===== config.mk =====
export PLATFORM = sky130hd
export DESIGN_NAME = channel_alt_disable
export DESIGN_NICKNAME = d
export VERILOG_FILES = /design/src/rtl/channel_alt_disable.sv
export SDC_FILE = /design/constraint.sdc
export NUM_CORES = 1
export LEC_CHECK = 0
export ABC_AREA = 1
export ABC_CLOCK_PERIOD_IN_PS = 2450
export BUFFER_PORTS_ARGS = -buffer_cell sky130_fd_sc_hd__buf_2
export CAP_MARGIN = 20
export CORE_MARGIN = 3
export CORE_UTILIZATION = 35
export DETAILED_ROUTE_END_ITERATION = 8
export PLACE_DENSITY = 0.55
export SYNTH_ARGS = -nofsm -noshare
export SYNTH_HDL_FRONTEND = slang
export SYNTH_SLANG_ARGS = --single-unit

===== constraint.sdc =====
create_clock -name clk -period 2.45 [get_ports clk]
set_clock_uncertainty 0.15 [all_clocks]
set_input_delay 0.735 -clock clk [delete_from_list [all_inputs] [get_ports clk]]
set_output_delay 0.735 -clock clk [all_outputs]
set_load 0.02 [all_outputs]

===== src/rtl/channel_alt_disable.sv =====
// ALT disable step for one channel: inspects the channel word, takes a waiting sender's message and frees the channel.
// Latency: about 3 cycles (empty / blocked other), 4 (own registration), 6 (delivery) from enabled to finished.
// Handshake: enabled is held until finished is seen; results stay on the outputs until the next start.
module channel_alt_disable #(
  parameter int addrBits = 8,
  parameter int dataBits = 16
) (
  input  logic                clk,
  input  logic                reset,
  input  logic                enabled,
  output logic                finished,
  output logic [addrBits-1:0] address,
  output logic                readWriteMode,
  input  logic [dataBits-1:0] dataOut,
  output logic [dataBits-1:0] dataIn,
  input  logic [addrBits-1:0] channel,
  input  logic [addrBits-1:0] rxPid,
  output logic                shouldScheduleSender,
  output logic [addrBits-1:0] scheduleTxPid,
  output logic                hasDeliveredMessage,
  output logic [dataBits-1:0] deliveredMessage,
  input  logic                rxHadMessageInAlt,
  output logic                rxHasMessageInAlt
);

  typedef enum logic [2:0] {
    IDLE      = 3'd0,
    READ_WAIT = 3'd1,
    EVAL      = 3'd2,
    MSG_WAIT  = 3'd3,
    MSG_READ  = 3'd4,
    WRITE     = 3'd5,
    DONE      = 3'd6
  } state_t;

  state_t                state_q, state_d;
  logic [addrBits-1:0]   chan_q, chan_d;
  logic [addrBits-1:0]   pid_q, pid_d;
  logic                  had_q, had_d;
  logic [addrBits-1:0]   addr_q, addr_d;
  logic                  rw_q, rw_d;
  logic [dataBits-1:0]   din_q, din_d;
  logic                  fin_q, fin_d;
  logic                  sched_q, sched_d;
  logic [addrBits-1:0]   txpid_q, txpid_d;
  logic                  hasdel_q, hasdel_d;
  logic [dataBits-1:0]   delmsg_q, delmsg_d;
  logic                  rxhas_q, rxhas_d;

  logic [dataBits-1:0]   own_word;
  logic                  word_empty;
  logic                  word_own;

  // The channel word holds a zero-extended pid, so compare the whole word.
  assign own_word   = dataBits'(pid_q);
  assign word_empty = (dataOut == '0);
  assign word_own   = (dataOut == own_word);

  // Write enable is masked by reset so a write in flight at reset never lands in RAM.
  assign readWriteMode        = rw_q & ~reset;
  assign finished             = fin_q;
  assign address              = addr_q;
  assign dataIn               = din_q;
  assign shouldScheduleSender = sched_q;
  assign scheduleTxPid        = txpid_q;
  assign hasDeliveredMessage  = hasdel_q;
  assign deliveredMessage     = delmsg_q;
  assign rxHasMessageInAlt    = rxhas_q;

  // Next-state and next-output logic; everything holds unless a state changes it.
  always_comb begin
    state_d  = state_q;
    chan_d   = chan_q;
    pid_d    = pid_q;
    had_d    = had_q;
    addr_d   = addr_q;
    rw_d     = rw_q;
    din_d    = din_q;
    fin_d    = fin_q;
    sched_d  = sched_q;
    txpid_d  = txpid_q;
    hasdel_d = hasdel_q;
    delmsg_d = delmsg_q;
    rxhas_d  = rxhas_q;
    case (state_q)
      IDLE: begin
        rw_d  = 1'b0;
        fin_d = 1'b0;
        if (enabled) begin
          chan_d   = channel;
          pid_d    = rxPid;
          had_d    = rxHadMessageInAlt;
          sched_d  = 1'b0;
          txpid_d  = '0;
          hasdel_d = 1'b0;
          delmsg_d = '0;
          rxhas_d  = 1'b0;
          addr_d   = channel;
          state_d  = READ_WAIT;
        end
      end
      READ_WAIT: state_d = EVAL;
      EVAL: begin
        if (word_empty) begin
          fin_d   = 1'b1;
          rxhas_d = had_q;
          state_d = DONE;
        end else if (word_own) begin
          // Our own ALT registration: clear it.
          addr_d  = chan_q;
          din_d   = '0;
          rw_d    = 1'b1;
          state_d = WRITE;
        end else if (had_q) begin
          // Already received in this ALT: leave the sender blocked.
          fin_d   = 1'b1;
          rxhas_d = had_q;
          state_d = DONE;
        end else begin
          txpid_d = dataOut[addrBits-1:0];
          addr_d  = chan_q + addrBits'(1);
          state_d = MSG_WAIT;
        end
      end
      MSG_WAIT: state_d = MSG_READ;
      MSG_READ: begin
        delmsg_d = dataOut;
        hasdel_d = 1'b1;
        sched_d  = 1'b1;
        rxhas_d  = 1'b1;
        addr_d   = chan_q;
        din_d    = '0;
        rw_d     = 1'b1;
        state_d  = WRITE;
      end
      WRITE: begin
        rw_d    = 1'b0;
        fin_d   = 1'b1;
        rxhas_d = had_q | hasdel_q;
        state_d = DONE;
      end
      DONE: begin
        rw_d    = 1'b0;
        rxhas_d = had_q | hasdel_q;
        if (!enabled) begin
          fin_d   = 1'b0;
          state_d = IDLE;
        end else begin
          fin_d = 1'b1;
        end
      end
      default: begin
        rw_d    = 1'b0;
        fin_d   = 1'b0;
        state_d = IDLE;
      end
    endcase
  end

  // State and registered outputs, synchronous reset clears everything.
  always_ff @(posedge clk) begin
    if (reset) begin
      state_q  <= IDLE;
      chan_q   <= '0;
      pid_q    <= '0;
      had_q    <= 1'b0;
      addr_q   <= '0;
      rw_q     <= 1'b0;
      din_q    <= '0;
      fin_q    <= 1'b0;
      sched_q  <= 1'b0;
      txpid_q  <= '0;
      hasdel_q <= 1'b0;
      delmsg_q <= '0;
      rxhas_q  <= 1'b0;
    end else begin
      state_q  <= state_d;
      chan_q   <= chan_d;
      pid_q    <= pid_d;
      had_q    <= had_d;
      addr_q   <= addr_d;
      rw_q     <= rw_d;
      din_q    <= din_d;
      fin_q    <= fin_d;
      sched_q  <= sched_d;
      txpid_q  <= txpid_d;
      hasdel_q <= hasdel_d;
      delmsg_q <= delmsg_d;
      rxhas_q  <= rxhas_d;
    end
  end

endmodule


==> impl_results.md, run 1 <==
- I/O Pins: 89
- Fin nets: about 530
- IO Port Bufs: 72
- Final Slew Violations: 0
- CTS tree: built
- Final hold vios: 0
- Reg-to-reg slack, setup: 350 ps
- DRC viols: 0
- Clock-pin slew on the worst setup and hold paths: 110 ps
- Global-route wire length before repair: approximately 13 mm
- Placer Congestion: a little under 0.9
- CTS HTree Levels: 2
- Initial DRT Pass Iterations: 4
- CTS Root Cell: clkbuf_8
- Clock Sinks: 56
- Worst skew pair latency: roughly 310 ps
- Synth Area in Adders: 0.425%
- Crit path kind: register to register
- GRT Overall Usage: about 17%
- Die extent in y: 97.7 um
- Synth Warn #: 0
- Reg2reg path depth: 9
- Hold Crit Start: deliveredMessage[7]$_SDFFE_PP0P_
- P&R area growth vs syn: 16.7%
- Distinct cells, synth: 27
- Switching portion of total power: 38.9%
- Leakage: 1.64 nW
- Crit end category: register
- Int Pwr: about 0.0016 W
- Commonest cells after routing, fill and taps aside: nand2_1, buf_2, dfxtp_1, a21oi_1, nor2_1
- Post-synthesis mux area share: 0%
- Post-synthesis register bit count: 56
- Layout Cells excl Fill: around 600
- Peak supply drop: slightly below 0.3 mV
- Chip width: 97.7 um
- RR Endpoint: scheduleTxPid[2]$_SDFFE_PP0P_
- Share of power burned in registers: ~45%
- Starting DRT DRC Count: between 100 and 150
- RSZ-0062 raised after global routing: no
- Longest Clk Path Bufs: 2
- Largest net degree at the start of global routing: 30
- Vias per cell: approximately 4.6
- Mapped Cells: about 430
- Sequential fraction of the synthesis area: a little under two fifths
- Gate power share: between 30% and 40%
- Std-Cell Rows: 32
- Max Fanout on Critical Path: 28
- Post-DP HPWL: about 5.8 mm
- Post-CTS Hold Buffers: 0
- Starting Density: roughly 37%
- DP Cell Count: approximately 590
- Final Core Density: 43.3%
- Crit path arrival time: 2140 ps
- Post-Synth Simple-Gate Area: around 33%
- Sw Pwr: 0.000989 W
- Vias in the first global route: 2655
- Total number of vias: 2781
- WL/cell: ~13 um
- Setup ws final: 354 ps
- Startpoint types: register
- Gr ovfl total: 0
- Antenna Nets Post-Route: 0
- Syn avg cell area: just under 7 um^2
- Core area: between 0.007 and 0.008 mm^2
- Fraction of synthesized cell area in xor and xnor cells: less than 1%
- Hold EP: deliveredMessage[7]$_SDFFE_PP0P_
- Worst r2r src: state_q[0]$_SDFFE_PP0P_
- Post-Syn Area: ~0.0029 mm^2
- Share of async-settable or async-resettable flops after synthesis: 0%
- # diodes: 0
- EDFF count, synth: 0
- Compound-cell area share of the yosys netlist: 15.3%
- Fillers: around 900
- Initial antenna violation count: 0
- CTS Buf Count: 5
- Worst setup path start: state_q[0]$_SDFFE_PP0P_
- Largest family of logic cells by synthesized area: simple AND/OR/NAND/NOR gates
- Ys flop type: dfxtp_1
- DRT Wirelength: 7.76 mm
- Placement Setup Slack: about 84 ps
- Die area: 0.00954 mm^2
- Minimum clock period: between 2000 and 2500 ps
- FMAX: approximately 0.48 GHz
- Setup Fix Bufs, Post-CTS: 0
- Crit path required time: roughly 2500 ps
- Status: finished, final reports clean
- Layout cells sized above 1: a little under a quarter
- CTS resizes: 0
- HP Class: register to register
- Setup Viol. Count Final: 0
- Worst hold path depth: 2
- PD cells: 741 mW/mm^2
- Max-cap violations: 0
- Clk pwr share: between 20% and 30%
- Period utilisation layout: between 80% and 90%
- Most common cell after layout, fill and taps aside: nand2_1
- Final setup TNS: 0 ps
==> sequential cells by signal, indices dropped and copies added, names as in the netlist <==
| signal | flops |
|---|---|
| deliveredMessage | 16 |
| pid_q | 8 |
| finished | 1 |
| state_q | 3 |
| hasDeliveredMessage | 1 |
| chan_q | 8 |
| rw_q | 1 |
| scheduleTxPid | 8 |
| address | 8 |
| rxHasMessageInAlt | 1 |
| had_q | 1 |
==> cell usage after synthesis, types with 3 or more instances <==
| cell | instances | area, um^2 |
|---|---|---|
| o21bai_1 | 4 | 30.0 |
| inv_1 | 38 | 143 |
| o21ai_1 | 13 | 65.1 |
| nor2_1 | 41 | 154 |
| nand4_1 | 6 | 37.5 |
| buf_2 | 6 | 30.0 |
| dfxtp_1 | 56 | 1120 |
| buf_4 | 17 | 128 |
| nand3_1 | 26 | 130 |
| clkbuf_1 | 6 | 22.5 |
| a21oi_1 | 46 | 230 |
| inv_2 | 5 | 18.8 |
| nand2_2 | 5 | 31.3 |
| xnor2_1 | 3 | 26.3 |
| o21ai_0 | 18 | 90.1 |
| nor2_4 | 8 | 90.1 |
| nand2_1 | 116 | 435 |
==> layout make-up <==
cell class | instances | area, um^2 | share of cell area, %
Inverter | 43 | 161 | 4.70
Clock buffer | 6 | 82.6 | 2.41
Tap cell | 102 | 128 | 3.72
Clock inverter | 2 | 13.8 | 0.401
Timing Repair Buffer | 79 | 413 | 12.0
Sequential cell | 56 | 1120 | 32.7
Multi-Input combinational cell | 311 | 1510 | 44.1
==> logic make-up (layout without fill, tap and decap cells) <==
group / Yosys count / in the layout
AO/OA/AOI/OAI: 84 / 84
XOR/XNOR: 3 / 3
adder cells (fa/ha/maj): 1 / 1
buffers and inverters: 74 / 130
flip-flops: 56 / 56
other: 1 / 16
AND/OR/NAND/NOR: 207 / 207
==> metrics by stage <==
| step | instance area [um^2] | hold WS [ps] | total power [W] |
|---|---|---|---|
| global route | 3430 | 335 | 0.00273 |
| finish | 3430 | 313 | 0.00254 |
| detailed placement | 3340 | 299 | 0.00202 |
| global placement | 3340 | 298 | 0.00201 |
| CTS | 3430 | 316 | 0.00257 |
| floorplan | 3000 | 294 | 0.00179 |
==> worst max-delay path, cell delays in order, from the launching register on <==
cell and delay [ps]:
dfxtp_1 510, nor2_1 100, inv_2 110, nor2_4 40, inv_2 100, nor2_4 60, inv_2 360, nand2_2 260
o21ai_0 210, a21oi_1 50
==> how the worst max path moves through the flow <==
stage,endpoint,cells past startpoint
floorplan,readWriteMode,2
global placement,address[7]$_SDFFE_PP0P_,13
detailed placement,address[6]$_SDFFE_PP0P_,13
CTS,scheduleTxPid[6]$_SDFFE_PP0P_,9
global route,scheduleTxPid[6]$_SDFFE_PP0P_,9
finish,scheduleTxPid[2]$_SDFFE_PP0P_,9
==> per-layer routing <==
metal	GRT usage, %	share of wire (%)
met3	3.02	6.0
met1	23.3	48
met4	2.88	0.61
met5	0	0
met2	26.7	45
==> power groups by stage <==
| stage | sequential, W | combinational, W | clock, W |
|---|---|---|---|
| after floorplan | 0.00122 | 0.000571 | 0 |
| after global placement | 0.00115 | 0.000863 | 0 |
| after detailed placement | 0.00115 | 0.000869 | 0 |
| after CTS | 0.00113 | 0.000872 | 0.000567 |
| after global routing | 0.00115 | 0.000980 | 0.000599 |
| final | 0.00113 | 0.000862 | 0.000551 |
No activity file was read; power rests on OpenSTA's default activity.
==> run 2: changes to the inputs <==
==> constraint.sdc (replaced) <==
create_clock -name clk -period 2.45 [get_ports clk]
set_clock_uncertainty 0.15 [all_clocks]
set_input_delay 0.245 -clock clk [delete_from_list [all_inputs] [get_ports clk]]
set_output_delay 0.245 -clock clk [all_outputs]
set_load 0.02 [all_outputs]
==> impl_results.md, run 2 (same netlist as run 1, synthesis figures left out) <==
- Status: finished, final reports clean
- CTS Root Cell: clkbuf_8
- Clock-pin slew on the worst setup and hold paths: 100 ps (about the same)
- Core area: 0.00793 mm^2 (unchanged)
- DRT Wirelength: 7.67 mm (-1.1%)
- Clk pwr share: 23.7% (+2.0 points)
- CP peak stage delay: 500 ps (about the same)
- Commonest cells after routing, fill and taps aside: nand2_1, buf_2, dfxtp_1, a21oi_1, nor2_1
- Gate power share: 33.0% (-0.9 points)
- GRT Overall Usage: 16.2% (-0.36 points)
- Final setup TNS: 0 ps (unchanged)
- Startpoint types: register
- Post-CTS Hold Buffers: 0 (unchanged)
- Overall power: 0.00260 W (+2.2%)
- # diodes: 0 (unchanged)
- Peak supply drop: 0.276 mV (-7.4%)
- Global-route wire length before repair: 12.9 mm (-1.8%)
- Fillers: 873 (-2.3%)
- Max-cap violations: 0 (unchanged)
- Reg2reg path depth: 9 (unchanged)
- Antenna Nets Post-Route: 0 (unchanged)
- CTS resizes: 0 (unchanged)
- Crit-path leading delay family: flip-flops
- Longest Clk Path Bufs: 2 (unchanged)
- Worst setup path start: state_q[0]$_SDFFE_PP0P_
- Reg-to-reg slack, setup: 520 ps (+160 ps)
- Initial DRT Pass Iterations: 4 (unchanged)
- Int Pwr: 0.00162 W (+4.5%)
- Critical path buffers and inverters: 3 (unchanged)
- Layout cells sized above 1: 22.1% (-0.47 points)
- CTS tree: built
- Max Fanout on Critical Path: 19 (-32%)
- Largest net degree at the start of global routing: 29 (-3.3%)
- RR Endpoint: scheduleTxPid[7]$_SDFFE_PP0P_
- WL/cell: 12.9 um (-0.59%)
- Crit path arrival time: 1980 ps (-160 ps)
- Die area: 0.00954 mm^2 (unchanged)
- Tightest hold margin: 6.94 ps (-306 ps)
- Most common cell after layout, fill and taps aside: nand2_1
- Starting Density: 37.1% (unchanged)
- CP endpoint: scheduleTxPid[7]$_SDFFE_PP0P_
- Sw Pwr: 0.000977 W (-1.3%)
- CTS HTree Levels: 2 (unchanged)
- P&R area growth vs syn: 16.4%
- Final hold vios: 0 (unchanged)
- HP Class: input port to register
- Setup Viol. Count Final: 0 (unchanged)
- Crit path depth: 9 (unchanged)
- I/O Pins: 89 (unchanged)
- FMAX: 0.518 GHz (+8.5%)
- Clock Sinks: 56 (unchanged)
- IO Port Bufs: 72 (unchanged)
- Fin nets: 530 (-0.56%)
- Crit-path slowest cell: dfxtp_1
- Final Slew Violations: 0 (unchanged)
- Total number of vias: 2807 (+0.93%)
- Switching portion of total power: 37.6% (-1.3 points)
- DRC viols: 0 (unchanged)
- Crit path kind: register to register
- CP Cell Sequence: nor2_1, inv_2, nor2_4, inv_2, nor2_4, inv_2, nand2_2, o21ai_0, a21oi_1
- Worst hold path depth: 3 (+1)
- Crit path required time: 2500 ps (about the same)
- Worst skew pair latency: 310 ps (about the same)
- Period utilisation layout: 78.8% (-6.7 points)
- CTS Buf Count: 5 (unchanged)
- Share of power burned in registers: 43.3% (-1.2 points)
- Gr ovfl total: 0 (unchanged)
- Initial antenna violation count: 0 (unchanged)
- Chip width: 97.7 um (unchanged)
- Most frequent CP cell: inv_2
- RSZ-0062 raised after global routing: no
- Vias in the first global route: 2700 (+1.7%)
- Max reg flops: 16 (unchanged)
- Leakage: 1.63 nW (-0.68%)
- Placer Congestion: 0.838 (-5.4%)
- Starting DRT DRC Count: 108 (-26%)
- Vias per cell: 4.71 (+1.4%)
- Post-DP HPWL: 5.65 mm (-3.1%)
- Std-Cell Rows: 32 (unchanged)
- PD cells: 759 mW/mm^2 (+2.4%)
- Crit end category: register
- Die extent in y: 97.7 um (unchanged)
- Worst r2r src: state_q[0]$_SDFFE_PP0P_
- Final Core Density: 43.2% (-0.095 points)
- Setup Fix Bufs, Post-CTS: 0 (unchanged)
- Minimum clock period: 1930 ps (-164 ps)
run 2: layout make-up:
type	count	area [um^2]	area share, %
Inverter	43	161	4.71
Clock buffer	5	68.8	2.01
Clock inverter	3	42.5	1.24
Tap cell	102	128	3.73
Sequential cell	56	1120	32.7
Timing Repair Buffer	76	390	11.4
Multi-Input combinational cell	311	1510	44.2
run 2: worst min-delay path, cell delays in order:
cell and delay [ps]:
buf_2 80, nor2_1 30, nor2_1 80
run 2: power groups by stage:
| stage | sequential [W] | clock, W | combinational, W |
|---|---|---|---|
| CTS | 0.00113 | 0.000642 | 0.000864 |
| finish | 0.00113 | 0.000616 | 0.000858 |
| global placement | 0.00114 | 0 | 0.000851 |
| detailed placement | 0.00114 | 0 | 0.000860 |
| global route | 0.00114 | 0.000669 | 0.000966 |
| floorplan | 0.00122 | 0 | 0.000571 |
run 2: routing by layer:
metal  vias to the layer above  part of all wire, %  GRT usage [%]
met1                      1268                   48           22.7
met3                         8                  4.8           3.16
li1                       1464                    -              -
met5                         -                    0              0
met2                        67                   46           25.7
met4                         0                 0.99           3.83
run 2: how the worst min path moves through the flow:
stage                                       end                        startpoint
5_1_grt                   pid_q[4]$_SDFFE_PP0P_                          rxPid[4]
6_report                  pid_q[6]$_SDFFE_PP0P_                          rxPid[6]
4_1_cts                   pid_q[4]$_SDFFE_PP0P_                          rxPid[4]
2_1_floorplan             pid_q[2]$_SDFFE_PP0P_                          rxPid[2]
3_5_place_dp   deliveredMessage[4]$_SDFFE_PP0P_  deliveredMessage[4]$_SDFFE_PP0P_
3_3_place_gp   deliveredMessage[8]$_SDFFE_PP0P_  deliveredMessage[8]$_SDFFE_PP0P_
run 2: metrics by stage:
| step | cells | worst slack [ps] | cell area (um^2) |
|---|---|---|---|
| 2_1_floorplan | 441 | 864 | 3000 |
| 3_5_place_dp | 588 | 475 | 3310 |
| 4_1_cts | 596 | 526 | 3420 |
| 5_1_grt | 596 | 261 | 3420 |
| 6_report | 596 | 519 | 3420 |
| 3_3_place_gp | 588 | 537 | 3310 |
==> run 3: changes to the inputs <==
--- a/config.mk
+++ b/config.mk
@@ -5,14 +5,14 @@
 export SDC_FILE = /design/constraint.sdc
 export NUM_CORES = 1
 export LEC_CHECK = 0
-export ABC_AREA = 1
-export ABC_CLOCK_PERIOD_IN_PS = 2450
+export ABC_AREA = 0
+export ABC_CLOCK_PERIOD_IN_PS = 1600
 export BUFFER_PORTS_ARGS = -buffer_cell sky130_fd_sc_hd__buf_2
 export CAP_MARGIN = 20
 export CORE_MARGIN = 3
 export CORE_UTILIZATION = 35
 export DETAILED_ROUTE_END_ITERATION = 8
-export PLACE_DENSITY = 0.55
+export PLACE_DENSITY = 0.57
 export SYNTH_ARGS = -nofsm -noshare
 export SYNTH_HDL_FRONTEND = slang
 export SYNTH_SLANG_ARGS = --single-unit
==> constraint.sdc (replaced) <==
create_clock -name clk -period 1.6 [get_ports clk]
set_clock_uncertainty 0.15 [all_clocks]
set_input_delay 0.16 -clock clk [delete_from_list [all_inputs] [get_ports clk]]
set_output_delay 0.16 -clock clk [all_outputs]
set_load 0.02 [all_outputs]
==> impl_results.md, run 3 <==
- Status: finished with violations
- Failing checks: setup timing
- Period utilisation layout: 129% (+50 points)
- CP peak stage delay: 360 ps (-140 ps)
- Final hold vios: 0 (unchanged)
- CTS Root Cell: clkbuf_8
- HP Class: input port to register
- Max-cap violations: 0 (unchanged)
- Final setup TNS: -9230 ps (-9230 ps)
- Crit path required time: 1710 ps (-790 ps)
- CTS Buf Count: 5 (unchanged)
- Hold Crit Start: dataOut[14]
- Clock Sinks: 56 (unchanged)
- Max Fanout on Critical Path: 7 (-12)
- Commonest cells after routing, fill and taps aside: buf_2, buf_4, nand2_1, dfxtp_1, nor2_1
- I/O Pins: 89 (unchanged)
- Worst r2r src: pid_q[5]$_SDFFE_PP0P_
- Setup Viol. Count Final: 39 (+39)
- CTS HTree Levels: 2 (unchanged)
- M1 GR Usage: 26.4% (+3.7 points)
- Core area: 0.00785 mm^2 (-1.0%)
- Slew of the pin with the lowest slew margin: between 500 and 600 ps
- Vias per cell: 5.14 (+9.1%)
- Die extent in y: 96.7 um (-1.0%)
- Placement Setup Slack: -826 ps (-1300 ps)
- Worst hold path depth: 4 (+1)
- GRT Overall Usage: 20.0% (+3.8 points)
- Fin nets: 558 (+5.3%)
- Distinct cells, synth: 48 (+78%)
- Setup ws final: -466 ps (-985 ps)
- Sequential fraction of the synthesis area: 39.0% (+0.85 points)
- Mapped Cells: 363 (-15%)
- Crit path kind: register to register
- Largest net degree at the start of global routing: 27 (-6.9%)
- Layout cells sized above 1: 46.9% (+25 points)
- Layout Cells excl Fill: 624 (+4.7%)
- Cells taking the most area after synthesis: dfxtp_1, a21oi_1, nand2_1, nor2_1, a22oi_1
- PD cells: 811 mW/mm^2 (+6.8%)
- Share of async-settable or async-resettable flops after synthesis: 0% (unchanged)
- Minimum clock period: 2070 ps (+135 ps)
- Antenna Nets Post-Route: 0 (unchanged)
- DP Cell Count: 578 (-1.7%)
- CTS tree: built
- Most common cell after layout, fill and taps aside: buf_2
- Max reg flops: 16 (unchanged)
- Post-Syn Area: 0.00288 mm^2 (-2.2%)
- P&R area growth vs syn: 62.3%
- RSZ-0062 raised after global routing: yes
- Total number of vias: 3205 (+14%)
- Placer Congestion: 0.918 (+9.6%)
- Final Core Density: 59.5% (+16 points)
- Top-count cell post-synth: dfxtp_1
- Synth Warn #: 0 (unchanged)
- Starting DRT DRC Count: 186 (+72%)
- DRT Wirelength: 9.72 mm (+27%)
- Startpoint types: register
- Met3 Usage GRT: 3.68% (+0.52 points)
- Vias in the first global route: 3056 (+13%)
- FMAX: 0.484 GHz (-6.5%)
- M2 GR Usage: 33.3% (+7.7 points)
- Most frequent CP cell: buf_4
- Crit path arrival time: 2180 ps (+200 ps)
- # diodes: 0 (unchanged)
- Reg2reg path depth: 8 (-1)
- EDFF count, synth: 0 (unchanged)
- Worst skew pair latency: 320 ps (about the same)
- Die area: 0.00935 mm^2 (-2.0%)
- Initial DRT Pass Iterations: 4 (unchanged)
- Peak supply drop: 0.447 mV (+62%)
- Clock-pin slew on the worst setup and hold paths: 100 ps (about the same)
- CP Cell Sequence: xnor2_2, nand4_1, buf_4, nor4_4, buf_4, o311ai_4, nor2b_4, nor3_2
- Post-synthesis register bit count: 56 (unchanged)
- Initial antenna violation count: 0 (unchanged)
- Ys flop type: dfxtp_1
- WL/cell: 15.6 um (+21%)
- Starting Density: 36.7% (-0.43 points)
- Hold EP: deliveredMessage[14]$_SDFFE_PP0P_
- Crit-path slowest cell: dfxtp_2
- Syn avg cell area: 7.93 um^2 (+15%)
- Yosys top cell area share: 39.0% (+0.85 points)
- DRC viols: 0 (unchanged)
- IO Port Bufs: 72 (unchanged)
- Global-route wire length before repair: 15.5 mm (+20%)
- Synth cell count leaders: dfxtp_1, nand2_1, a21oi_1, nor2_1, clkbuf_1
- Final Slew Violations: 0 (unchanged)
- Chip width: 96.7 um (-1.0%)
- Reg-to-reg slack, setup: -470 ps (-980 ps)
- Leakage: 1.99 nW (+22%)
- Longest Clk Path Bufs: 2 (unchanged)
- Post-DP HPWL: 6.44 mm (+14%)
- Gr ovfl total: 0 (unchanged)
- Worst slew margin: about 63%
- GRT Max-Usage Layer: met2
- RR Endpoint: address[6]$_SDFFE_PP0P_
- Yosys top cell by area: dfxtp_1
- Crit end category: register
- Std-Cell Rows: 32 (unchanged)
- Fillers: 708 (-19%)
run 3: changes by cell type in the layout (fill, tap and decap cells not counted), sizes merged, moves of 10 or more:
cell and delta:
dlygate4sd3 +23, o21ai -22, buf +76, inv -36, a22oi +17, nand3 -15, nor2 -10, nand2 -70
run 3: cells by family (layout without fill, tap and decap cells):
family	count (synthesis)	in the layout	share of synthesized area (%)
flip-flops	56	56	39.0
adder cells (fa/ha/maj)	1	1	0.435
other	1	16	0.130
AND/OR/NAND/NOR	146	146	24.2
XOR/XNOR	8	8	2.43
multiplexers	5	5	1.91
buffers and inverters	49	192	9.39
AO/OA/AOI/OAI	97	98	22.6
run 3: worst max-delay path, delay by kind of cell (launching register included):
| family | cells | cell delay (ps) |
|---|---|---|
| flops | 1 | 360 |
| xor+xnor | 1 | 110 |
| buf+inv | 2 | 400 |
| compound gates | 1 | 160 |
| simple gates | 4 | 820 |
run 3: cell type report:
| cell class | count | area (um^2) | share of cell area [%] |
|---|---|---|---|
| Clock buffer | 6 | 72.6 | 1.55 |
| Clock inverter | 2 | 16.3 | 0.348 |
| Inverter | 7 | 26.3 | 0.563 |
| Multi-Input combinational cell | 274 | 1890 | 40.4 |
| Sequential cell | 56 | 1140 | 24.4 |
| Tap cell | 102 | 128 | 2.73 |
| Timing Repair Buffer | 177 | 1400 | 30.1 |
run 3: worst max path at each step:
stage                     startpoint                      end  cells after the start
2_1_floorplan             dataOut[8]  address[4]$_SDFFE_PP0P_                      8
3_3_place_gp             dataOut[12]  address[0]$_SDFFE_PP0P_                      8
3_5_place_dp             dataOut[12]  address[0]$_SDFFE_PP0P_                      8
4_1_cts                  dataOut[14]  address[1]$_SDFFE_PP0P_                      8
5_1_grt        pid_q[4]$_SDFFE_PP0P_  address[6]$_SDFFE_PP0P_                      8
6_report       pid_q[5]$_SDFFE_PP0P_  address[6]$_SDFFE_PP0P_                      8
run 3: through the flow:
stage          cell area, um^2  total power (W)  hold slack (ps)
2_1_floorplan             3000          0.00226              146
3_5_place_dp              3740          0.00266              256
4_1_cts                   4470          0.00371             23.0
3_3_place_gp              3740          0.00265              253
5_1_grt                   4670          0.00398             50.4
6_report                  4670          0.00379             33.5
run 3: report_power, final:
part	internal, W	total, W	switching [W]
Clock	0.000313	0.000822	0.000509
Sequential	0.00150	0.00160	0.0000911
Combinational	0.000644	0.00137	0.000725
run 3: metal layers:
layer | share of wire, % | vias up
met1 | 44 | 1512
met4 | 1.4 | 0
li1 | - | 1581
met2 | 50 | 101
met3 | 5.3 | 11
met5 | 0 | -
run 3: timing repair:
| item | in CTS | in global routing |
|---|---|---|
| cloned | 4 | 1 |
| resized for setup | 51 | 40 |
| hold endpoints to repair | 23 | 0 |
| setup buffers | 8 | 2 |
| hold buffers | 23 | 0 |
| endpoints found under the setup margin | 55 | 55 |
| pin swaps | 36 | 38 |
